File: src/rtl/reg_file_scoreboard.sv
// Register file with per-register pending-write scoreboard.
// Two combinational read ports with write-through bypass, one write-back port,
// and an issue interlock driven by saturating-free pending counters.
module reg_file_scoreboard #(
   parameter int unsigned NREG = 16,
   parameter int unsigned CNTW = 3
) (
   input  logic                  clk,
   input  logic                  rest,
   input  logic                  Freze,
   input  logic                  RegWrite,
   input  logic [3:0]            Rd_In,
   input  logic [15:0]           WriteDataRegFile,
   input  logic [3:0]            Rs_Addr,
   input  logic [3:0]            Rt_Addr,
   output logic [15:0]           Rs_Data,
   output logic [15:0]           Rt_Data,
   input  logic                  Issue_Valid,
   input  logic                  Issue_RegWrite,
   input  logic [3:0]            Issue_Rd,
   output logic                  Stall,
   output logic [NREG-1:0]       Pending_Mask,
   output logic                  Sb_Error
);

   localparam logic [CNTW-1:0] CntMax = '1;

   logic [15:0]     regs_q [NREG];
   logic [CNTW-1:0] cnt_q  [NREG];
   logic            sb_error_q;

   logic retire;
   logic accept;
   logic rs_busy;
   logic rt_busy;
   logic rd_full;

   assign Sb_Error = sb_error_q;

   // Retire only counts when the pipeline actually advances and targets a real register.
   assign retire = RegWrite & ~Freze & (Rd_In != 4'd0);

   // Source is busy unless its last outstanding write retires this very cycle.
   always_comb begin
      rs_busy = (Rs_Addr != 4'd0) && (cnt_q[Rs_Addr] != '0) &&
                !(retire && (Rd_In == Rs_Addr) && (cnt_q[Rs_Addr] == CNTW'(1)));
      rt_busy = (Rt_Addr != 4'd0) && (cnt_q[Rt_Addr] != '0) &&
                !(retire && (Rd_In == Rt_Addr) && (cnt_q[Rt_Addr] == CNTW'(1)));
      rd_full = Issue_RegWrite && (Issue_Rd != 4'd0) && (cnt_q[Issue_Rd] == CntMax) &&
                !(retire && (Rd_In == Issue_Rd));
      Stall   = Issue_Valid & (rs_busy | rt_busy | rd_full);
      accept  = Issue_Valid & ~Stall & ~Freze & ~rest;
   end

   // Read ports: R0 is hardwired zero, in-flight write-back is forwarded.
   always_comb begin
      Rs_Data = '0;
      Rt_Data = '0;
      if (Rs_Addr != 4'd0) begin
         Rs_Data = (RegWrite && (Rd_In == Rs_Addr)) ? WriteDataRegFile : regs_q[Rs_Addr];
      end
      if (Rt_Addr != 4'd0) begin
         Rt_Data = (RegWrite && (Rd_In == Rt_Addr)) ? WriteDataRegFile : regs_q[Rt_Addr];
      end
   end

   // Pending mask mirrors nonzero counters; counter 0 is never written so bit 0 stays low.
   always_comb begin
      for (int i = 0; i < int'(NREG); i++) begin
         Pending_Mask[i] = (cnt_q[i] != '0);
      end
   end

   // Register array, counters and sticky error; reset dominates, freeze holds everything.
   always_ff @(posedge clk) begin
      if (rest) begin
         for (int i = 0; i < int'(NREG); i++) begin
            regs_q[i] <= '0;
            cnt_q[i]  <= '0;
         end
         sb_error_q <= 1'b0;
      end else if (!Freze) begin
         if (RegWrite && (Rd_In != 4'd0)) begin
            regs_q[Rd_In] <= WriteDataRegFile;
         end
         if (retire && (cnt_q[Rd_In] == '0)) begin
            sb_error_q <= 1'b1;
         end
         for (int i = 1; i < int'(NREG); i++) begin
            // Increment and decrement of one counter in the same cycle cancel out;
            // a decrement at zero is dropped (already flagged as an error above).
            if (accept && Issue_RegWrite && (Issue_Rd == 4'(i)) &&
                !(retire && (Rd_In == 4'(i)))) begin
               cnt_q[i] <= cnt_q[i] + 1'b1;
            end else if (retire && (Rd_In == 4'(i)) && (cnt_q[i] != '0) &&
                         !(accept && Issue_RegWrite && (Issue_Rd == 4'(i)))) begin
               cnt_q[i] <= cnt_q[i] - 1'b1;
            end
         end
      end
   end

endmodule

File: config.mk
export PLATFORM = sky130hd
export DESIGN_NAME = reg_file_scoreboard
export DESIGN_NICKNAME = d
export VERILOG_FILES = /design/src/rtl/reg_file_scoreboard.sv
export SDC_FILE = /design/constraint.sdc
export NUM_CORES = 1
export LEC_CHECK = 0
export BUFFER_PORTS_ARGS = -buffer_cell sky130_fd_sc_hd__buf_4
export CORE_MARGIN = 2
export CORE_UTILIZATION = 30
export DETAILED_ROUTE_END_ITERATION = 8
export HOLD_SLACK_MARGIN = 0.03
export SYNTH_ARGS = -nofsm -noshare
export SYNTH_HDL_FRONTEND = slang
export SYNTH_SLANG_ARGS = --single-unit
File: constraint.sdc
create_clock -name clk -period 3.4 [get_ports clk]
set_input_delay 0.34 -clock clk [delete_from_list [all_inputs] [get_ports clk]]
set_output_delay 0.34 -clock clk [all_outputs]
set_load 0.02 [all_outputs]
# ---- After elaboration in Yosys (flattened, before gate mapping)
# Memories as Yosys holds them, arrays and structs flattened.
# Cells that the tools add are included.
dict set report classes {
  n_addsub 30
  n_eq_ne 36
  muxes 178
  n_bitwise 41
  n_reduce_logical 150
}
# cell n
set ops {}
lappend ops {{two-way mux 1 bit} 142}
lappend ops {{logical AND 1 bit} 92}
lappend ops {{two-way mux 3 bit} 30}
lappend ops {{two-way mux 16 bit} 5}
lappend ops {{equality test 4 bit (second input constant)} 16}
lappend ops {{nonzero test 3 bit} 18}
lappend ops {{adder 3 x 1 -> 3 bit (second input constant)} 15}
lappend ops {{subtractor 3 x 1 -> 3 bit (second input constant)} 15}
lappend ops {{zero test 1 bit} 33}
lappend ops {{equality test 4 x 3 -> 1 bit (second input constant)} 8}
lappend ops {{bitwise OR 1 bit} 32}
lappend ops {{equality test 4 x 2 -> 1 bit (second input constant)} 4}
lappend ops {{nonzero test 4 bit} 4}
lappend ops {{OR reduction 16 bit} 1}
lappend ops {{equality test 4 bit} 3}
lappend ops {{equality test 4 x 1 -> 1 bit (second input constant)} 2}
lappend ops {{bitwise AND 1 bit} 6}
lappend ops {{equality test 3 x 1 -> 1 bit (second input constant)} 2}
lappend ops {{two-way mux 4 bit} 1}
lappend ops {{equality test 3 bit (second input constant)} 1}
lappend ops {{zero test 3 bit} 1}
lappend ops {{NOT 1 bit} 3}
lappend ops {{AND reduction 2 bit} 1}
dict set report totals {
  ff_bits 1
  ramBits 304
  in_bits 38
  word_cells 438
  n_memories 2
}
# name depth width read_ports rd_clocked_by_memory_dff write_ports line
set mem_list {}
lappend mem_list {regs_q 16 16 2 0 16 28} ;# logic [15:0] regs_q [NREG];
lappend mem_list {cnt_q 16 3 20 0 16 29} ;# logic [CNTW-1:0] cnt_q [NREG];

# ---- Depth between registers and ports, before layout
# Gate-level depths: netlist of the first run.
dict set report depth {
  ltp_word 24
  mapped_depth 15
  depth_no_buf 12
}

# ---- Worst setup path before layout of the first run
# No wires, ideal clock.
dict set report synth_timing {
  path_type {input port to flip-flop}
  from {input port Rt_Addr[0]}
  to {memory cnt_q[13][2], data pin}
  setup_ps 148
  arrival_time_ps 3070
  required_time_ps 3252
  path_slack_ps 182
  cell_stages 15
  cell_sequence {buf_6 buf_4 nor3_1 a211oi_1 o32a_1 o21bai_1 a311o_4 nand4_4 buf_2 o31a_1 inv_1 fa_1 xor2_1 or2_2 mux2i_1}
}
# item line
set synth_lines {}
lappend synth_lines {{from (decl)} 15} ;# input logic [3:0] Rt_Addr,
lappend synth_lines {{to (decl)} 29}

==> results.py, run 1 <==
metrics = {
    "clock_network": {
        "cts_sinks": 302,
        "clk_latency_ns": 0.54,
        "htree_levels": 2,
        "cts-root-buf": "clkbuf_16",
        "cts_hold_buffers": 0,
        "cts_buffers": 34,
        "cts_tree": "built",
        "clk_path_buf_depth": 3,
        "path_clk_slew_ns": 0.06,
    },
    "synth": {
        "synth_area_sq_um": 18490,
        "synth_simple_gate_area_frac": 0.1603,
        "synth_adder_area_share": 0.01719,
        "synth_edf_count": 301,
        "ys.flop_type": "edfxtp_1",
        "synth_area_leader_cell": "edfxtp_1",
        "yosysSeqAreaShare": 0.4900,
        "synth_compound_gate_area_share": 0.03959,
        "synth_mux_area_frac": 0.2421,
        "synth_seq_cells": 302,
        "synthCells": 1363,
        "synthXorXnorAreaFrac": 0.01279,
        "synth_top_area_share": 0.4889,
        "synth_area_leaders": "edfxtp_1 (49%), mux4_2 (21%), and2_1 (5.6%), and3_1 (2.7%), mux2i_1 (2.7%)",
        "synth_top_family_by_area": "multiplexers",
        "synth.distinct_cells": 72,
        "ys_warn_count": 0,
        "syn_area_per_cell_sq_um": 13.56,
        "synthArstFlopShare": 0,
    },
    "setup_path": {
        "r2r_cells": 11,
        "endpoint_kind": "flip-flop",
        "critical_path_class": "reg2reg",
        "cpPeakStageDelay_ns": 0.53,
        "timing.rr.start": "cnt_q[7][0]",
        "cpMaxStageDelayCell": "or4_4",
        "cp_data_required_time_ns": 3.68,
        "r2r_slack_ns": 0.1,
        "path_max_fanout": 4,
        "reg2reg_to": "cnt_q[12][2]",
        "cp_cell_sequence": "and2_1, mux4_2, o211ai_1, a211oi_2, and2_4, or4_4, nand2_2, fa_2, xor2_2, nor2_1, mux2_1",
        "startpoint": "cnt_q[7][0]",
        "crit_path_start_kind": "flip-flop",
        "cp.arrival_ns": 3.58,
    },
    "drt": {
        "wl_per_cell_um": 27.05,
        "vias": 13340,
        "drc": 0,
        "drt_first_pass_iters": 7,
        "via_per_inst": 5.664,
        "drt_wl_total_mm": 63.71,
        "route.antenna.remaining_nets": 0,
        "drt_iter0_markers": 1289,
    },
    "sta": {
        "slew_violations": 0,
        "rsz0062_at_grt": "true",
        "fin_skew_ns": 0.01028,
        "slew_headroom": 0.4551,
        "worst_pin_slew_ns": 0.8111,
        "setup_viol": 0,
        "finalHoldViolations": 0,
        "tns_ns": 0,
        "fmax_mhz": 302.8,
        "period_minus_slack_ns": 3.303,
        "period_share": 0.9715,
        "finalWorstSetupSlack_ns": 0.09696,
    },
    "place": {
        "place_ws_ns": -0.09729,
        "portBuffers": 86,
        "placedCellCount": 2290,
        "dp_hpwl_mm": 42.00,
        "dpl_cell_area_sq_um": 20900,
        "globalplace.congestion": 0.9757,
    },
    "finish": {
        "drive_gt1_frac": 0.3310,
        "design_area_sq_um": 22200,
        "antenna_cells": 0,
        "fin_cells": 2355,
        "nNetsFinal": 1595,
        "syn_to_final_growth_pct": 20.07,
    },
    "die": {
        "core_area_sq_um": 61370,
        "die_y_um": 252.3,
        "die-width_um": 252.3,
        "die_area_sq_um": 63630,
        "io_pins": 88,
        "core.rowCount": 91,
        "initial_core_util": 0.3013,
    },
    "global_route": {
        "grt_usage": 0.1999,
        "grt.overflow.total": 0,
        "grt_pass1_wl_mm": 92.74,
        "grt_pass1_vias": 13540,
        "grt_max_degree": 65,
        "grt_antenna_before_repair": 2,
    },
    "pwr": {
        "leakagePower_nw": 8.330,
        "powerDensity_nw_per_um2": 453.0,
        "ir_drop_mv": 0.3039,
        "power_w": 0.01006,
    },
    "flow_run": {
        "maxCapViolCount": 0,
    },
    "run_status": {
        "status": "completed",
    },
    "hold_path": {
        "timing.hold.worst_endpoint": "regs_q[11][15]",
        "hold_depth": 2,
        "min_path_type": "in2reg",
        "hold_path.startpoint": "WriteDataRegFile[15]",
    },
}
==> report_power, final <==
group          internal (W)  leakage (nW)  switching (W)
combinational      0.000762          4.87       0.000979
clock               0.00229         0.543        0.00159
sequential          0.00431          2.92       0.000125
total               0.00737          8.33        0.00269
==> stage by stage <==
stage	utilization	hold slack [ns]
final	0.3617	0.2050
after global routing	0.3617	0.2131
after CTS	0.3593	0.1934
after detailed placement	0.3406	0.4992
after global placement	0.3406	0.4792
after floorplan	-	0.5629
==> per-layer routing <==
layer	wire length [um]	GRT usage	part of all wire	vias up
met5	16	0	0.00025	-
met4	2540	0.07185	0.040	2
met3	6154	0.04068	0.097	136
met2	28610	0.3059	0.45	758
met1	26390	0.2812	0.41	6852
li1	-	-	-	5590
==> worst max-delay path: cells and delay by family, from the launching register on <==
kind,cells,cell delay (ns)
adder cells (fa/ha/maj),1,0.22
XOR/XNOR,1,0.14
AO/OA/AOI/OAI,2,0.43
flip-flops,1,0.45
multiplexers,2,0.73
AND/OR/NAND/NOR,5,1.08
==> cells in the mapped netlist, types with 17 or more instances <==
cell type	n
nand2_1	57
inv_1	52
mux2i_1	50
and3_1	81
clkbuf_1	78
nor3_1	49
a21oi_1	17
mux4_2	174
nand3_1	25
and2_1	165
buf_2	20
nor2_1	82
xor2_1	21
edfxtp_1	301
==> what timing repair did <==
item	4_1_cts	5_1_grt
setup endpoints to repair	0	28
resized for setup	0	28
setup buffers	0	4
==> cells by family after synthesis <==
kind of cell,Yosys count
AOI/OAI and AO/OA,88
and+or+nand+nor,533
buffers and inverters,166
xor gates and xnor gates,27
DFF,302
adders and majority gates,17
other,1
muxes,229
==> sequential cells by signal, indices dropped and copies added, names as in the netlist <==
register and flops:
regs_q 256, cnt_q 45, Sb_Error 1
==> worst max path at each step <==
stage               slack (ns)            to  cells after the start
floorplan                 0.18  cnt_q[13][2]                     15
global placement         -0.05  cnt_q[10][2]                     13
detailed placement        -0.1  cnt_q[10][2]                     13
CTS                      0.005  cnt_q[10][2]                     12
global route             -0.03  cnt_q[10][2]                     10
finish                     0.1  cnt_q[12][2]                     11
==> area by class of cell <==
cell class | count | area (sq um)
fillers | 5832 | 39170
flip-flops and latches | 302 | 9059
multi-input cells | 911 | 8979
repair buffers | 238 | 1832
well taps | 790 | 988.4
clock buffers | 46 | 917.1
clock inverters | 15 | 226.5
inverters | 53 | 198.9
==> placed cells by master, fill, tap and decap left out, drive strengths merged, types with 3 or more instances in the layout <==
master / synthesis / final
nand2b: 11 / 11
o21ai: 8 / 8
o21bai: 3 / 3
and2: 167 / 167
clkbuf: 78 / 46
nor2b: 7 / 7
nor3: 50 / 50
nand3: 26 / 26
o31ai: 6 / 6
xnor2: 6 / 6
or3: 6 / 6
o211ai: 5 / 5
nand2: 57 / 57
a21oi: 18 / 18
o22ai: 4 / 4
or4: 4 / 4
a311o: 4 / 4
inv: 53 / 53
nor4: 16 / 16
edfxtp: 301 / 301
fa: 14 / 14
mux2: 5 / 5
conb: 1 / 17
a211oi: 11 / 11
nand4: 9 / 9
ha: 3 / 3
mux2i: 50 / 50
buf: 35 / 238
bufinv: 0 / 5
nor2: 82 / 82
xor2: 21 / 21
or2: 10 / 10
and3: 81 / 81
o31a: 3 / 3
a31o: 3 / 3
mux4: 174 / 174
clkinv: 0 / 8
No activity file was read; power rests on OpenSTA's default activity.
==> run 2: changes to the inputs <==
Settings changed: RECOVER_POWER set to 50.
==> run 2 against run 1 <==
Compared with the run above: largest power group unchanged; highest routed layer unchanged; flip-flop and latch count unchanged; sequential share of layout area unchanged; clock skew unchanged; non-clock buffer count unchanged.
==> results.py, run 2 (synthesis results as in run 1) <==
metrics = {
    "run_status": {
        "status": "completed",
    },
    "clock_network": {
        "cts_buffers": 34,
        "clk_path_buf_depth": 3,
        "cts_hold_buffers": 0,
        "path_clk_slew_ns": 0.06,
        "htree_levels": 2,
        "cts-root-buf": "clkbuf_16",
        "cts_sinks": 302,
        "clk_latency_ns": 0.54,
        "cts_tree": "built",
    },
    "drt": {
        "drt_iter0_markers": 1289,
        "drt_first_pass_iters": 7,
        "via_per_inst": 5.664,
        "wl_per_cell_um": 27.05,
        "vias": 13340,
        "drt_wl_total_mm": 63.71,
        "drc": 0,
        "route.antenna.remaining_nets": 0,
    },
    "setup_path": {
        "cp_data_required_time_ns": 3.68,
        "critical_path_class": "reg2reg",
        "critPathTopFamily": "simple AND/OR/NAND/NOR gates",
        "endpoint": "cnt_q[12][2]",
        "timing.rr.start": "cnt_q[7][0]",
        "r2r_cells": 11,
        "path_max_fanout": 4,
        "endpoint_kind": "flip-flop",
        "cp_cell_sequence": "and2_1, mux4_2, o211ai_1, a211oi_2, and2_4, or4_4, nand2_2, fa_2, xor2_2, nor2_1, mux2_1",
        "crit_path_start_kind": "flip-flop",
        "cpMaxStageDelayCell": "or4_4",
        "cp_num_buf_inv": 0,
        "cpPeakStageDelay_ns": 0.53,
        "r2r_slack_ns": 0.1,
        "startpoint": "cnt_q[7][0]",
        "cp.arrival_ns": 3.58,
        "reg2reg_to": "cnt_q[12][2]",
        "path_depth": 11,
    },
    "pwr": {
        "p_int_w": 0.007366,
        "seq_power_share": 0.441,
        "p_sw_w": 0.002689,
        "leakagePower_nw": 8.330,
        "ir_drop_mv": 0.3039,
        "pwr-share-clk": 0.385,
        "switching_share": 0.2675,
        "powerDensity_nw_per_um2": 453.0,
        "p_comb_frac": 0.173,
    },
    "finish": {
        "syn_to_final_growth_pct": 20.07,
        "registers.top_by_ff_count": "regs_q",
        "nNetsFinal": 1595,
        "drive_gt1_frac": 0.3310,
        "antenna_cells": 0,
        "final_common_cell": "edfxtp_1",
        "design_area_sq_um": 22200,
        "nFillCells": 5832,
        "layout_common_cells": "edfxtp_1 (301), buf_4 (233), mux4_2 (174), and2_1 (164), and3_1 (81)",
        "largest_reg_flops": 256,
    },
    "die": {
        "core_area_sq_um": 61370,
        "core.rowCount": 91,
        "die_y_um": 252.3,
        "die_area_sq_um": 63630,
        "initial_core_util": 0.3013,
        "die-width_um": 252.3,
        "io_pins": 88,
    },
    "place": {
        "globalplace.congestion": 0.9757,
        "portBuffers": 86,
        "dpl_cell_area_sq_um": 20900,
        "dp_hpwl_mm": 42.00,
    },
    "sta": {
        "period_minus_slack_ns": 3.303,
        "worst_pin_slew_ns": 0.8111,
        "slew_headroom": 0.4551,
        "setup_viol": 0,
        "fmax_mhz": 302.8,
        "finalHoldViolations": 0,
        "period_share": 0.9715,
        "fin_skew_ns": 0.01028,
        "rsz0062_at_grt": "true",
        "slew_violations": 0,
        "tns_ns": 0,
    },
    "global_route": {
        "grt_pass1_wl_mm": 92.74,
        "grt_max_degree": 65,
        "grt.overflow.total": 0,
        "grt_antenna_before_repair": 2,
        "grt_usage": 0.1999,
        "grt_pass1_vias": 13540,
    },
    "hold_path": {
        "hold_path.startpoint": "WriteDataRegFile[15]",
        "min_path_type": "in2reg",
    },
    "flow_run": {
        "maxCapViolCount": 0,
    },
}
-- run 2: worst min-delay path by stage --
stage,end,cells past startpoint,slack (ns)
2_1_floorplan,regs_q[13][0],1,0.56
3_3_place_gp,Sb_Error,2,0.48
3_5_place_dp,Sb_Error,2,0.50
4_1_cts,regs_q[11][15],2,0.19
5_1_grt,regs_q[1][15],2,0.21
6_report,regs_q[11][15],2,0.20
-- run 2: power by group through the flow --
| stage | Sequential [W] | Combinational [W] | Clock, W |
|---|---|---|---|
| 6_report | 0.00444 | 0.00174 | 0.00388 |
| 5_1_grt | 0.00446 | 0.00183 | 0.00406 |
| 4_1_cts | 0.00443 | 0.00171 | 0.00392 |
| 3_5_place_dp | 0.00451 | 0.00170 | 0 |
| 3_3_place_gp | 0.00449 | 0.00169 | 0 |
| 2_1_floorplan | 0.00447 | 0.00102 | 0 |
-- run 2: repair_timing --
| action | 4_1_cts | 5_1_grt |
|---|---|---|
| setup buffers | 0 | 4 |
| setup endpoints to repair | 0 | 28 |
| gates resized for setup | 0 | 28 |
-- run 2: through the flow --
step | setup slack (ns) | hold WS, ns | utilization | power, W | cells
global placement | -0.04724 | 0.4792 | 0.3406 | 0.006183 | 2290
finish | 0.09696 | 0.2050 | 0.3617 | 0.01006 | 2355
global route | -0.02807 | 0.2131 | 0.3617 | 0.01035 | 2355
floorplan | 0.1820 | 0.5629 | - | 0.005486 | 1379
detailed placement | -0.09729 | 0.4992 | 0.3406 | 0.006215 | 2290
CTS | 0.005323 | 0.1934 | 0.3593 | 0.01006 | 2351
-- run 2: metal layers --
metal / routed length [um] / vias up / GRT usage
met3: 6153 / 136 / 0.04068
li1: - / 5590 / -
met5: 16 / - / 0
met2: 28610 / 758 / 0.3059
met1: 26390 / 6852 / 0.2812
met4: 2540 / 2 / 0.07185
-- run 2: area by class of cell --
cell class / instances / area [sq um] / area share
Clock buffer: 46 / 917.1 / 0.04131
Clock inverter: 15 / 226.5 / 0.01020
Inverter: 53 / 198.9 / 0.008961
Multi-Input combinational cell: 911 / 8979 / 0.4044
Sequential cell: 302 / 9059 / 0.4080
Tap cell: 790 / 988.4 / 0.04452
Timing Repair Buffer: 238 / 1832 / 0.08251
==> run 3: changes to the inputs <==
Clock period 3.4 ns to 3.2 ns, I/O delays scaled along.
==> run 3 against run 2 <==
Compared with the run above: the flow now finishes with violations (max-capacitance violations, max-slew violations, negative setup slack); clock power up 8.2%; utilization up 1.2 points; via count up 3.0%; fmax up 2.6%; critical path depth up 2; register-to-register slack worse by 0.12 ns; hold slack worse by 0.024 ns; global-route usage up 0.44 points; critical endpoint is now cnt_q[11][2].
==> results.py, run 3 (synthesis results as in run 1) <==
metrics = {
    "run_status": {
        "status": "finished, violations left",
        "violations": "max-capacitance violations, max-slew violations, negative setup slack",
    },
    "clock_network": {
        "cts_sinks": 302,
        "path_clk_slew_ns": 0.07,
        "htree_levels": 2,
        "cts_buffers": 35,
        "cts_tree": "built",
        "cts-root-buf": "clkbuf_16",
        "clk_latency_ns": 0.55,
        "clk_path_buf_depth": 3,
    },
    "sta": {
        "setup_viol": 2,
        "worst_pin_slew_ns": 1.889,
        "period_minus_slack_ns": 3.220,
        "finalWorstSetupSlack_ns": -0.02009,
        "period_share": 1.006,
        "finalHoldViolations": 0,
        "slew_violations": 25,
        "fmax_mhz": 310.6,
        "slew_headroom": -0.2591,
        "rsz0062_at_grt": "true",
        "fin_skew_ns": 0.01157,
    },
    "finish": {
        "nFillCells": 5840,
        "layout_common_cells": "edfxtp_1 (301), buf_4 (247), mux4_2 (174), and2_1 (152), and3_1 (81)",
        "registers.top_by_ff_count": "regs_q",
        "syn_to_final_growth_pct": 24.19,
        "drive_gt1_frac": 0.3629,
        "design_area_sq_um": 22960,
        "multi_input_area_sq_um": 9111,
        "nNetsFinal": 1654,
        "final_common_cell": "edfxtp_1",
        "largest_reg_flops": 256,
        "fin_cells": 2416,
        "antenna_cells": 0,
        "seq_area_sq_um": 9059,
    },
    "drt": {
        "drc": 0,
        "route.antenna.remaining_nets": 0,
        "via_per_inst": 5.686,
        "vias": 13740,
        "drt_first_pass_iters": 5,
        "drt_wl_total_mm": 66.42,
        "drt_iter0_markers": 1560,
        "wl_per_cell_um": 27.49,
    },
    "global_route": {
        "grt_usage": 0.2043,
        "grt_max_degree": 65,
        "grt.overflow.total": 0,
        "grt_pass1_wl_mm": 94.72,
        "grt_pass1_vias": 14110,
        "grt_antenna_before_repair": 2,
    },
    "setup_path": {
        "cp.arrival_ns": 3.61,
        "r2r_slack_ns": -0.02,
        "timing.rr.start": "cnt_q[8][1]",
        "crit_path_start_kind": "flip-flop",
        "cp_data_required_time_ns": 3.59,
        "startpoint": "cnt_q[8][1]",
        "endpoint_kind": "flip-flop",
        "reg2reg_to": "cnt_q[11][2]",
        "endpoint": "cnt_q[11][2]",
        "path_max_fanout": 7,
        "critical_path_class": "reg2reg",
        "r2r_cells": 13,
    },
    "hold_path": {
        "min_path_type": "in2reg",
    },
    "place": {
        "globalplace.congestion": 0.9277,
        "portBuffers": 86,
        "placedCellCount": 2330,
        "dpl_cell_area_sq_um": 21320,
        "dp_hpwl_mm": 42.69,
    },
    "die": {
        "die-width_um": 252.3,
        "core_area_sq_um": 61370,
        "die_y_um": 252.3,
        "die_area_sq_um": 63630,
        "io_pins": 88,
        "initial_core_util": 0.3013,
        "core.rowCount": 91,
    },
    "flow_run": {
        "maxCapViolCount": 1,
    },
    "pwr": {
        "powerDensity_nw_per_um2": 474.1,
        "leakagePower_nw": 8.674,
        "ir_drop_mv": 0.4190,
    },
}
==> run 3: changes by cell type in the layout (fill, tap and decap cells not counted), sizes merged <==
cell      delta
clkbuf      +24
inv          +1
buf         +32
clkinvlp     -1
clkinv       +5
==> run 3: worst min path at each step <==
stage	from	to	slack, ns	depth (start not counted)
3_3_place_gp	Sb_Error	Sb_Error	0.47	2
4_1_cts	WriteDataRegFile[15]	regs_q[2][15]	0.17	2
6_report	WriteDataRegFile[0]	regs_q[6][0]	0.18	2
2_1_floorplan	WriteDataRegFile[0]	regs_q[13][0]	0.54	1
3_5_place_dp	Sb_Error	Sb_Error	0.46	2
5_1_grt	WriteDataRegFile[1]	regs_q[4][1]	0.19	2
==> run 3: what timing repair did <==
| item | 4_1_cts | 5_1_grt |
|---|---|---|
| buffers inserted | 5 | 14 |
| gates cloned | 1 | 2 |
| pin swaps | 18 | 12 |
| setup endpoints to repair | 18 | 49 |
| hold buffers | 0 | 0 |
| gates resized for setup | 23 | 47 |
==> run 3: area by class of cell <==
class / instances / area share
multi-input cells: 911 / 0.3968
well taps: 790 / 0.04305
flip-flops and latches: 302 / 0.3945
clock buffers: 44 / 0.03961
clock inverters: 20 / 0.01144
inverters: 53 / 0.008664
repair buffers: 296 / 0.1059
==> run 3: per-stage QoR <==
step | setup WS, ns | hold WS, ns | TNS (ns) | util | power (W)
after floorplan | 0.002029 | 0.5429 | 0 | - | 0.005829
after detailed placement | -0.2051 | 0.4635 | -2.076 | 0.3473 | 0.006671
after global placement | -0.2027 | 0.4713 | -1.776 | 0.3473 | 0.006628
after CTS | 0.0006890 | 0.1658 | 0 | 0.3693 | 0.01086
final | -0.02009 | 0.1805 | -0.03492 | 0.3742 | 0.01089
after global routing | -0.1453 | 0.1895 | -1.728 | 0.3742 | 0.01119
==> run 3: per-layer routing <==
metal / vias up / GRT usage / part of all wire
met5: - / 0 / 0.00012
met3: 155 / 0.03841 / 0.090
met1: 7085 / 0.2816 / 0.42
met2: 775 / 0.3224 / 0.46
li1: 5721 / - / -
met4: 2 / 0.07253 / 0.036
==> run 3: power breakdown <==
group	switching [W]	internal (W)
combinational	0.00109	0.000890
sequential	0.000128	0.00458
clock	0.00175	0.00245
==> run 3: critical path, cell delays in order (launching register included) <==
cell and delay [ns]:
edfxtp_1 0.46, buf_4 0.15, nor3_1 0.04, a211oi_2 0.20
o32ai_1 0.12, o21bai_2 0.24, a311o_4 0.44, nand4_4 0.13
o31a_1 0.19, nand2_1 0.09, fa_2 0.42, xor2_2 0.19
or2_4 0.23, mux2i_1 0.16
